--- src/rtl/larpix_piso_rx.sv ---
`default_nettype none
// ============================================================================
//  Module      : larpix_piso_rx
//  Description : LArPix PISO-line receiver. Synchronizes and oversamples the
//                idle-high serial line, deframes start/data/stop words,
//                checks odd parity, and presents packets on valid/ready.
//                Saturating diagnostic counters for frame, parity and
//                overflow errors.
//  Revision    : 1.0 - initial release
// ============================================================================
module larpix_piso_rx #(
    parameter int WIDTH        = 64,
    parameter int CLKS_PER_BIT = 4,
    parameter int CNT_BITS     = 16
) (
    input  logic                clk,
    input  logic                reset_n,
    input  logic                piso,
    output logic [WIDTH-1:0]    rx_data,
    output logic                rx_valid,
    input  logic                rx_ready,
    output logic                rx_parity_err,
    output logic                rx_busy,
    input  logic                clear_counts,
    output logic [CNT_BITS-1:0] frame_err_cnt,
    output logic [CNT_BITS-1:0] parity_err_cnt,
    output logic [CNT_BITS-1:0] overflow_cnt
);

    localparam int C_SCNT_W = (CLKS_PER_BIT > 2) ? $clog2(CLKS_PER_BIT) : 1;
    localparam int C_IDX_W  = (WIDTH > 2) ? $clog2(WIDTH) : 1;

    // Start-bit centre is half a bit after t0; later samples are one bit apart.
    localparam logic [C_SCNT_W-1:0] C_HALF_LAST = C_SCNT_W'(CLKS_PER_BIT / 2 - 1);
    localparam logic [C_SCNT_W-1:0] C_BIT_LAST  = C_SCNT_W'(CLKS_PER_BIT - 1);
    localparam logic [C_IDX_W-1:0]  C_IDX_LAST  = C_IDX_W'(WIDTH - 1);

    typedef enum logic [2:0] {
        S_IDLE  = 3'd0,
        S_START = 3'd1,
        S_DATA  = 3'd2,
        S_STOP  = 3'd3,
        S_BREAK = 3'd4
    } state_t;

    logic [1:0]          sync_q;
    logic                rxs;
    state_t              state_q;
    logic [C_SCNT_W-1:0] scnt_q;
    logic [C_IDX_W-1:0]  bidx_q;
    logic [WIDTH-1:0]    shreg_q;

    logic [WIDTH-1:0]    rx_data_q;
    logic                rx_valid_q;
    logic                rx_parity_err_q;
    logic [CNT_BITS-1:0] frame_err_cnt_q,  frame_err_cnt_d;
    logic [CNT_BITS-1:0] parity_err_cnt_q, parity_err_cnt_d;
    logic [CNT_BITS-1:0] overflow_cnt_q,   overflow_cnt_d;

    logic stop_sample;
    logic frame_good;
    logic frame_bad;
    logic take;
    logic load;
    logic drop;
    logic parity_bad;

    // Two-flop synchronizer; resets to the idle (high) line level.
    always_ff @(posedge clk or negedge reset_n) begin
        if (!reset_n) begin
            sync_q <= 2'b11;
        end else begin
            sync_q <= {sync_q[0], piso};
        end
    end

    assign rxs = sync_q[1];

    // Deframing FSM: start detect, centre-sampled data bits, stop check, break wait.
    always_ff @(posedge clk or negedge reset_n) begin
        if (!reset_n) begin
            state_q <= S_IDLE;
            scnt_q  <= '0;
            bidx_q  <= '0;
            shreg_q <= '0;
        end else begin
            case (state_q)
                S_IDLE: begin
                    if (!rxs) begin
                        state_q <= S_START;
                        scnt_q  <= '0;
                    end
                end
                S_START: begin
                    if (scnt_q == C_HALF_LAST) begin
                        scnt_q  <= '0;
                        bidx_q  <= '0;
                        state_q <= rxs ? S_IDLE : S_DATA;
                    end else begin
                        scnt_q <= scnt_q + 1'b1;
                    end
                end
                S_DATA: begin
                    if (scnt_q == C_BIT_LAST) begin
                        scnt_q  <= '0;
                        shreg_q <= {rxs, shreg_q[WIDTH-1:1]};
                        if (bidx_q == C_IDX_LAST) begin
                            state_q <= S_STOP;
                        end else begin
                            bidx_q <= bidx_q + 1'b1;
                        end
                    end else begin
                        scnt_q <= scnt_q + 1'b1;
                    end
                end
                S_STOP: begin
                    if (scnt_q == C_BIT_LAST) begin
                        scnt_q  <= '0;
                        state_q <= rxs ? S_IDLE : S_BREAK;
                    end else begin
                        scnt_q <= scnt_q + 1'b1;
                    end
                end
                S_BREAK: begin
                    if (rxs) begin
                        state_q <= S_IDLE;
                    end
                end
                default: begin
                    state_q <= S_IDLE;
                end
            endcase
        end
    end

    // Frame outcome is decided on the stop-bit sample cycle.
    assign stop_sample = (state_q == S_STOP) && (scnt_q == C_BIT_LAST);
    assign frame_good  = stop_sample && rxs;
    assign frame_bad   = stop_sample && !rxs;
    assign parity_bad  = ~(^shreg_q);
    assign take        = rx_valid_q && rx_ready;
    assign load        = frame_good && (!rx_valid_q || take);
    assign drop        = frame_good && !load;

    // Output holding register: loads when free or draining, else keeps the held packet.
    always_ff @(posedge clk or negedge reset_n) begin
        if (!reset_n) begin
            rx_data_q       <= '0;
            rx_valid_q      <= 1'b0;
            rx_parity_err_q <= 1'b0;
        end else if (load) begin
            rx_data_q       <= shreg_q;
            rx_parity_err_q <= parity_bad;
            rx_valid_q      <= 1'b1;
        end else if (take) begin
            rx_valid_q <= 1'b0;
        end
    end

    // Saturating increment; a simultaneous clear takes priority.
    function automatic logic [CNT_BITS-1:0] cnt_next(
        input logic [CNT_BITS-1:0] cnt,
        input logic                inc,
        input logic                clr
    );
        if (clr) begin
            return '0;
        end
        if (inc && (cnt != {CNT_BITS{1'b1}})) begin
            return cnt + CNT_BITS'(1);
        end
        return cnt;
    endfunction

    // Next-state values of the diagnostic counters.
    always_comb begin
        frame_err_cnt_d  = cnt_next(frame_err_cnt_q,  frame_bad,          clear_counts);
        parity_err_cnt_d = cnt_next(parity_err_cnt_q, load && parity_bad, clear_counts);
        overflow_cnt_d   = cnt_next(overflow_cnt_q,   drop,               clear_counts);
    end

    // Diagnostic counter registers.
    always_ff @(posedge clk or negedge reset_n) begin
        if (!reset_n) begin
            frame_err_cnt_q  <= '0;
            parity_err_cnt_q <= '0;
            overflow_cnt_q   <= '0;
        end else begin
            frame_err_cnt_q  <= frame_err_cnt_d;
            parity_err_cnt_q <= parity_err_cnt_d;
            overflow_cnt_q   <= overflow_cnt_d;
        end
    end

    assign rx_data        = rx_data_q;
    assign rx_valid       = rx_valid_q;
    assign rx_parity_err  = rx_parity_err_q;
    assign rx_busy        = (state_q != S_IDLE);
    assign frame_err_cnt  = frame_err_cnt_q;
    assign parity_err_cnt = parity_err_cnt_q;
    assign overflow_cnt   = overflow_cnt_q;

endmodule
`default_nettype wire

--- config.mk ---
export PLATFORM = sky130hd
export DESIGN_NAME = larpix_piso_rx
export DESIGN_NICKNAME = d
export VERILOG_FILES = /design/src/rtl/larpix_piso_rx.sv
export SDC_FILE = /design/constraint.sdc
export NUM_CORES = 1
export LEC_CHECK = 0
export ABC_CLOCK_PERIOD_IN_PS = 5500
export BUFFER_PORTS_ARGS = -buffer_cell sky130_fd_sc_hd__buf_2
export CELL_PAD_IN_SITES_DETAIL_PLACEMENT = 0
export CELL_PAD_IN_SITES_GLOBAL_PLACEMENT = 2
export CORE_MARGIN = 2
export CORE_UTILIZATION = 42
export CTS_CLUSTER_DIAMETER = 60
export DETAILED_ROUTE_END_ITERATION = 7
export PLACE_DENSITY = 0.93
export SYNTH_ARGS = -nofsm -noshare
export SYNTH_HDL_FRONTEND = slang
export SYNTH_SLANG_ARGS = --single-unit
--- constraint.sdc ---
create_clock -name clk -period 5.5 [get_ports clk]
set_input_delay 0.825 -clock clk [delete_from_list [all_inputs] [get_ports clk]]
set_output_delay 0.825 -clock clk [all_outputs]
set_load 0.005 [all_outputs]
### After elaboration in Yosys (flattened, before gate mapping)

Cells that the tools add are included.

| storage, ports and cells | value |
|---|---|
| input bits | 5 |
| register bits after elaboration | 191 |
| logic and storage cells | 98 |
| output and inout bits | 115 |

| operators by class | value |
|---|---|
| multiplexer cells | 36 |
| add/sub/neg operators | 5 |
| bitwise logic cells | 1 |
| eq/ne operators | 17 |
| reduce and logical (&&, ||, !) cells | 28 |

Operators by type and width:

| kind | count |
|---|---|
| two-way mux 16 bit | 10 |
| parity 64 bit | 1 |
| adder 16 x 1 -> 16 bit, second input constant | 3 |
| inequality test 16 bit, second input constant | 3 |
| two-way mux 3 bit | 7 |
| two-way mux 6 bit | 3 |
| one-hot mux 3 bit (5 select lines) | 1 |
| inequality test 2 bit, second input constant | 7 |
| one-hot mux 6 bit (2 select lines) | 1 |
| logical AND 1 bit | 10 |
| nonzero test 2 bit | 5 |
| two-way mux 1 bit | 9 |
| two-way mux 2 bit | 4 |
| adder 6 x 1 -> 6 bit, second input constant | 1 |
| equality test 3 x 2 -> 1 bit, second input constant | 2 |
| equality test 6 bit, second input constant | 1 |
| one-hot mux 2 bit (3 select lines) | 1 |
| AND reduction 6 bit | 1 |
| nonzero test 3 bit | 2 |
| AND reduction 2 bit | 2 |
| AND reduction 4 bit | 1 |
| equality test 3 x 1 -> 1 bit, second input constant | 1 |
| equality test 3 bit, second input constant | 1 |
| zero test 1 bit | 3 |
| 7 further kinds | 7 |

### Depth between registers and ports, before layout

| logic depth | value |
|---|---|
| depth after elaboration | 11 |
| gate-level depth with buffers | 11 |
| gate-level depth less buffers | 9 |

### Least setup slack after synthesis

No wires, ideal clock.

| path | value |
|---|---|
| path type | register to register |
| from | register state_q[2] |
| to | register parity_err_cnt_q[12] (netlist: parity_err_cnt[12]) |
| required time | 5.422 ns |
| clock period less this slack | 2.458 ns |
| buffers on the path | 3 |
| arrival | 2.380 ns |
| cell stages (with the launch flop) | 11 |
| path slack | 3.042 ns |
| setup time | 0.078 ns |
| cell sequence | dfrtp_1 > buf_2 > nand2b_1 > or2_1 > clkbuf_1 > nor2_1 > nand2_1 > or2_2 > clkbuf_1 > or4_1 > a21oi_1 |

| between the ends | value |
|---|---|
| longest elaborated chain between the ends | 9 |
| elaborated cells on any way between the ends | 12 |
| classes of those cells | eq/ne: 1; mux: 5; reduce/logical: 6 |

RTL lines:

| element | line | text |
|---|---|---|
| start: declaration | 48 | `state_t state_q;` |
| start signal: assignment | 98 | `state_q <= rxs ? S_IDLE : S_DATA;` |
| start signal: assignment | 119 | `state_q <= rxs ? S_IDLE : S_BREAK;` |
| equality test 3 x 2 -> 1 bit * | 137 | `assign stop_sample = (state_q == S_STOP) && (scnt_q == C_BIT_LAST);` |
| logical AND 1 bit * | 137 |  |
| logical AND 1 bit * | 138 | `assign frame_good = stop_sample && rxs;` |
| logical AND 1 bit * | 142 | `assign load = frame_good && (!rx_valid_q \|\| take);` |
| logical AND 1 bit * | 178 | `parity_err_cnt_d = cnt_next(parity_err_cnt_q, load && parity_bad, clear_counts);` |
| logical AND 1 bit * | 169 | `if (inc && (cnt != {CNT_BITS{1'b1}})) begin` |
| two-way mux 16 bit / two-way mux 1 bit (equally long branches) | 169 |  |
| two-way mux 16 bit / two-way mux 1 bit (equally long branches) | 172, 169 |  |
| two-way mux 16 bit / nonzero test 2 bit (equally long branches) | - |  |
| end signal: assignment | 190 | `parity_err_cnt_q <= parity_err_cnt_d;` |
| end: declaration | 57 | `logic [CNT_BITS-1:0] parity_err_cnt_q, parity_err_cnt_d;` |

Every way passes the cells marked *; elsewhere a longest branch is shown, timed or not. The select of a mux whose other input is x is not followed.
A chain may end at the register's enable or synchronous reset.

### Worst setup path in the final report

| path | value |
|---|---|
| from | register state_q[2] |
| to | register parity_err_cnt_q[3] (netlist: parity_err_cnt[3]) |

The elaborated chain is that of the path after synthesis.

==> out/qor.txt <==
I/O pin cnt -> 120
site row count -> 51
delay-heaviest family, CP -> simple AND/OR/NAND/NOR gates
Post-route DRC -> 0
initial DRC count -> 268
HP Class -> reg2reg
CP max stage cell -> or2_2
deepest clock path buffer count -> 2
final slew viol count -> 0
clk sinks -> 191
CTS resizes -> 0
Syn Std Cell Area -> 0.00847 mm2
crit share post-route -> 59.5%
Slew @ Worst Pin -> 1.24 ns
CTS tree -> done
#FFs+latches synth -> 191
Hold Buf Count CTS -> 0
total chip power -> 3200 uW
syn nets -> 687
final setup vio count -> 0
outcome -> finished, final reports clean
Ys Warns -> 0
commonest non-fill, non-tap cell in the layout -> dfrtp_1
Main synth FF type -> dfrtp_1
sequential power share -> 46.9%
I/O Buffers -> 119
cell taking the most area after synthesis -> dfrtp_1
Seq/Total Area, Yosys -> 56.5%
number of fill cells -> 1786
proportion of layout cells with a drive suffix above 1 -> 36.0%
Worst Path Buf+Inv -> 0
WS Path Type -> reg2reg
switching share of total power -> 27.6%
total CTS buffers -> 17
TritonRoute pass-1 iters -> 4
Fin Setup TNS -> 0 ns
VDD IR max -> 0.257 mV
via count -> 5443
Critical Path End Type -> flip-flop
vias per cell -> 5.12
Leak -> 0.00501 uW
Internal Power -> 2320 uW
die height -> 146 um
critical-path maximum fanout -> 72
Initial Utilization -> 43.2%
slowest stage delay, CP -> 0.69 ns
final hold violation count -> 0
Netlist cell types -> 37
number of diodes -> 0
crit path time final -> 3.27 ns
Critical Path AT -> 3.61 ns
relative slew slack -> 17.1%
most frequent cells in the layout -> 189 x dfrtp_1, 128 x mux2_2, 118 x buf_2, 61 x xnor2_1, 46 x nor2_1
global placement routability congestion -> 0.796
first-pass GRT wire length -> 27900 um
Root Buffer -> clkbuf_16
Clock transition at path regs -> 0.07 ns
DPL Wire Length -> 10700 um
initial antenna violation count -> 0
total gr overflow -> 0
clock power share -> 40.3%
Logic pwr share -> 12.7%
Setup crit start kind -> flip-flop
Post-CTS Setup Inserts -> 0
Max Cap Viol -> 0
syn_area_per_cell -> 12.5 um2
fraction of registers with async set/reset -> 100%
Placeable Area -> 0.0196 mm2
GRT Overall Usage -> 16.0%
H-tree depth -> 4
share of the synthesized area in the top cell type -> 55.9%
clock skew -> 0.0195 ns
Worst-Skew Late Latency -> 0.43 ns
DIE AREA -> 0.0213 mm2
NumNets Final -> 798
routed wire length -> 16500 um
area grow syn2layout -> 17.6%
Sw Pwr -> 882 uW
drt wl/cell -> 15.5 um
Final Util -> 50.8%
number of synthesized flops with an enable pin -> 0
WP data required -> 5.84 ns
fmax -> 0.306 GHz
RSZ-0062 raised after global routing -> false
Die Span X -> 146 um
Power Dens Cells -> 322 mW/mm2
largest net degree at the start of global routing -> 111
Cell Chain, Critical Path -> nand2b_1 > or2_1 > nor2_1 > nand2_4 > or2_2 > or4_1 > a21oi_1
Cells after Synth -> 675
main area contributors after synthesis -> dfrtp_1 56%, mux2_2 17%, xnor2_1 6.4%
vias in the first global route -> 5387
remaining antenna violation count -> 0
through the flow:
stage | setup slack, ns | cells | hold slack [ns] | area, um2
floorplan | 3.04 | 675 | 0.345 | 8470
global placement | 2.26 | 1032 | 0.367 | 9330
detailed placement | 2.15 | 1032 | 0.365 | 9330
CTS | 2.15 | 1064 | 0.374 | 9950
global route | 1.93 | 1064 | 0.382 | 9950
finish | 2.23 | 1064 | 0.374 | 9950
area by class of cell:
cell class / count / area, um2 / share of cell area [%]
Multi-Input combinational cell: 447 / 3560 / 35.8
Clock inverter: 12 / 159 / 1.60
Timing Repair Buffer: 122 / 627 / 6.30
Inverter: 7 / 26.3 / 0.264
Tap cell: 265 / 332 / 3.33
Sequential cell: 191 / 4780 / 48.0
Clock buffer: 20 / 467 / 4.69
state kept, by name (all words and copies together) (netlist names):
register and count:
rx_data 64, scnt_q 2, bidx_q 6, overflow_cnt 16
rx_parity_err 1, state_q 3, frame_err_cnt 16, shreg_q 64
sync_q 2, rx_valid 1, parity_err_cnt 16
cell usage after synthesis, drive strengths merged, types with 2 or more instances:
cell type and n:
a21oi 22, and2 4, and3 11, and4 4, buf 5, clkbuf 25
dfrtp 189, dfstp 2, ha 7, inv 7, mux2 128, mux2i 2
nand2 27, nand2b 2, nand3 19, nand4 17, nor2 46, nor2b 2
nor3 5, nor3b 3, o21ai 9, o31ai 14, or2 2, or3 5
or4 13, xnor2 62, xor2 35
power by group through the flow:
stage                     clock, uW  sequential, uW  combinational, uW
after global placement            0            1530                418
after global routing           1390            1510                467
after CTS                      1330            1500                420
after floorplan                   0            1510                321
final                          1290            1500                408
after detailed placement          0            1530                420
logic make-up after synthesis:
logic type,share of synthesized area [%]
xor gates and xnor gates,10.0
muxes,17.3
AOI/OAI and AO/OA,3.65
and+or+nand+nor,9.86
adders and majority gates,1.03
buffers and inverters,1.67
DFF,56.5
path summary, 6_finish.rpt:
path,cells after the start,slack (ns),from,endpoint
min in group asynchronous,1,0.45,reset_n,overflow_cnt[5]
worst max register to register,7,2.23,state_q[2],parity_err_cnt[3]
worst max-delay path,7,2.23,state_q[2],parity_err_cnt[3]
worst min register to register,0,0.37,sync_q[0],sync_q[1]
worst min-delay path,0,0.37,sync_q[0],sync_q[1]
max in group asynchronous,2,3.78,reset_n,shreg_q[51]
metal layers:
metal | up-vias | wire length [um] | track usage (%)
met3 | 10 | 847 | 4.45
met5 | - | 0 | 0
met1 | 2738 | 7920 | 22.5
met4 | 0 | 106 | 3.35
li1 | 2585 | - | -
met2 | 110 | 7580 | 24.8
worst reg2reg max path, stage by stage, from the launching register on:
cell	delay, ns
dfrtp_1	0.48
nand2b_1	0.26
or2_1	0.35
nor2_1	0.22
nand2_4	0.51
or2_2	0.70
or4_1	0.51
a21oi_1	0.15
Note: power is estimated with default switching activity, not from simulation.
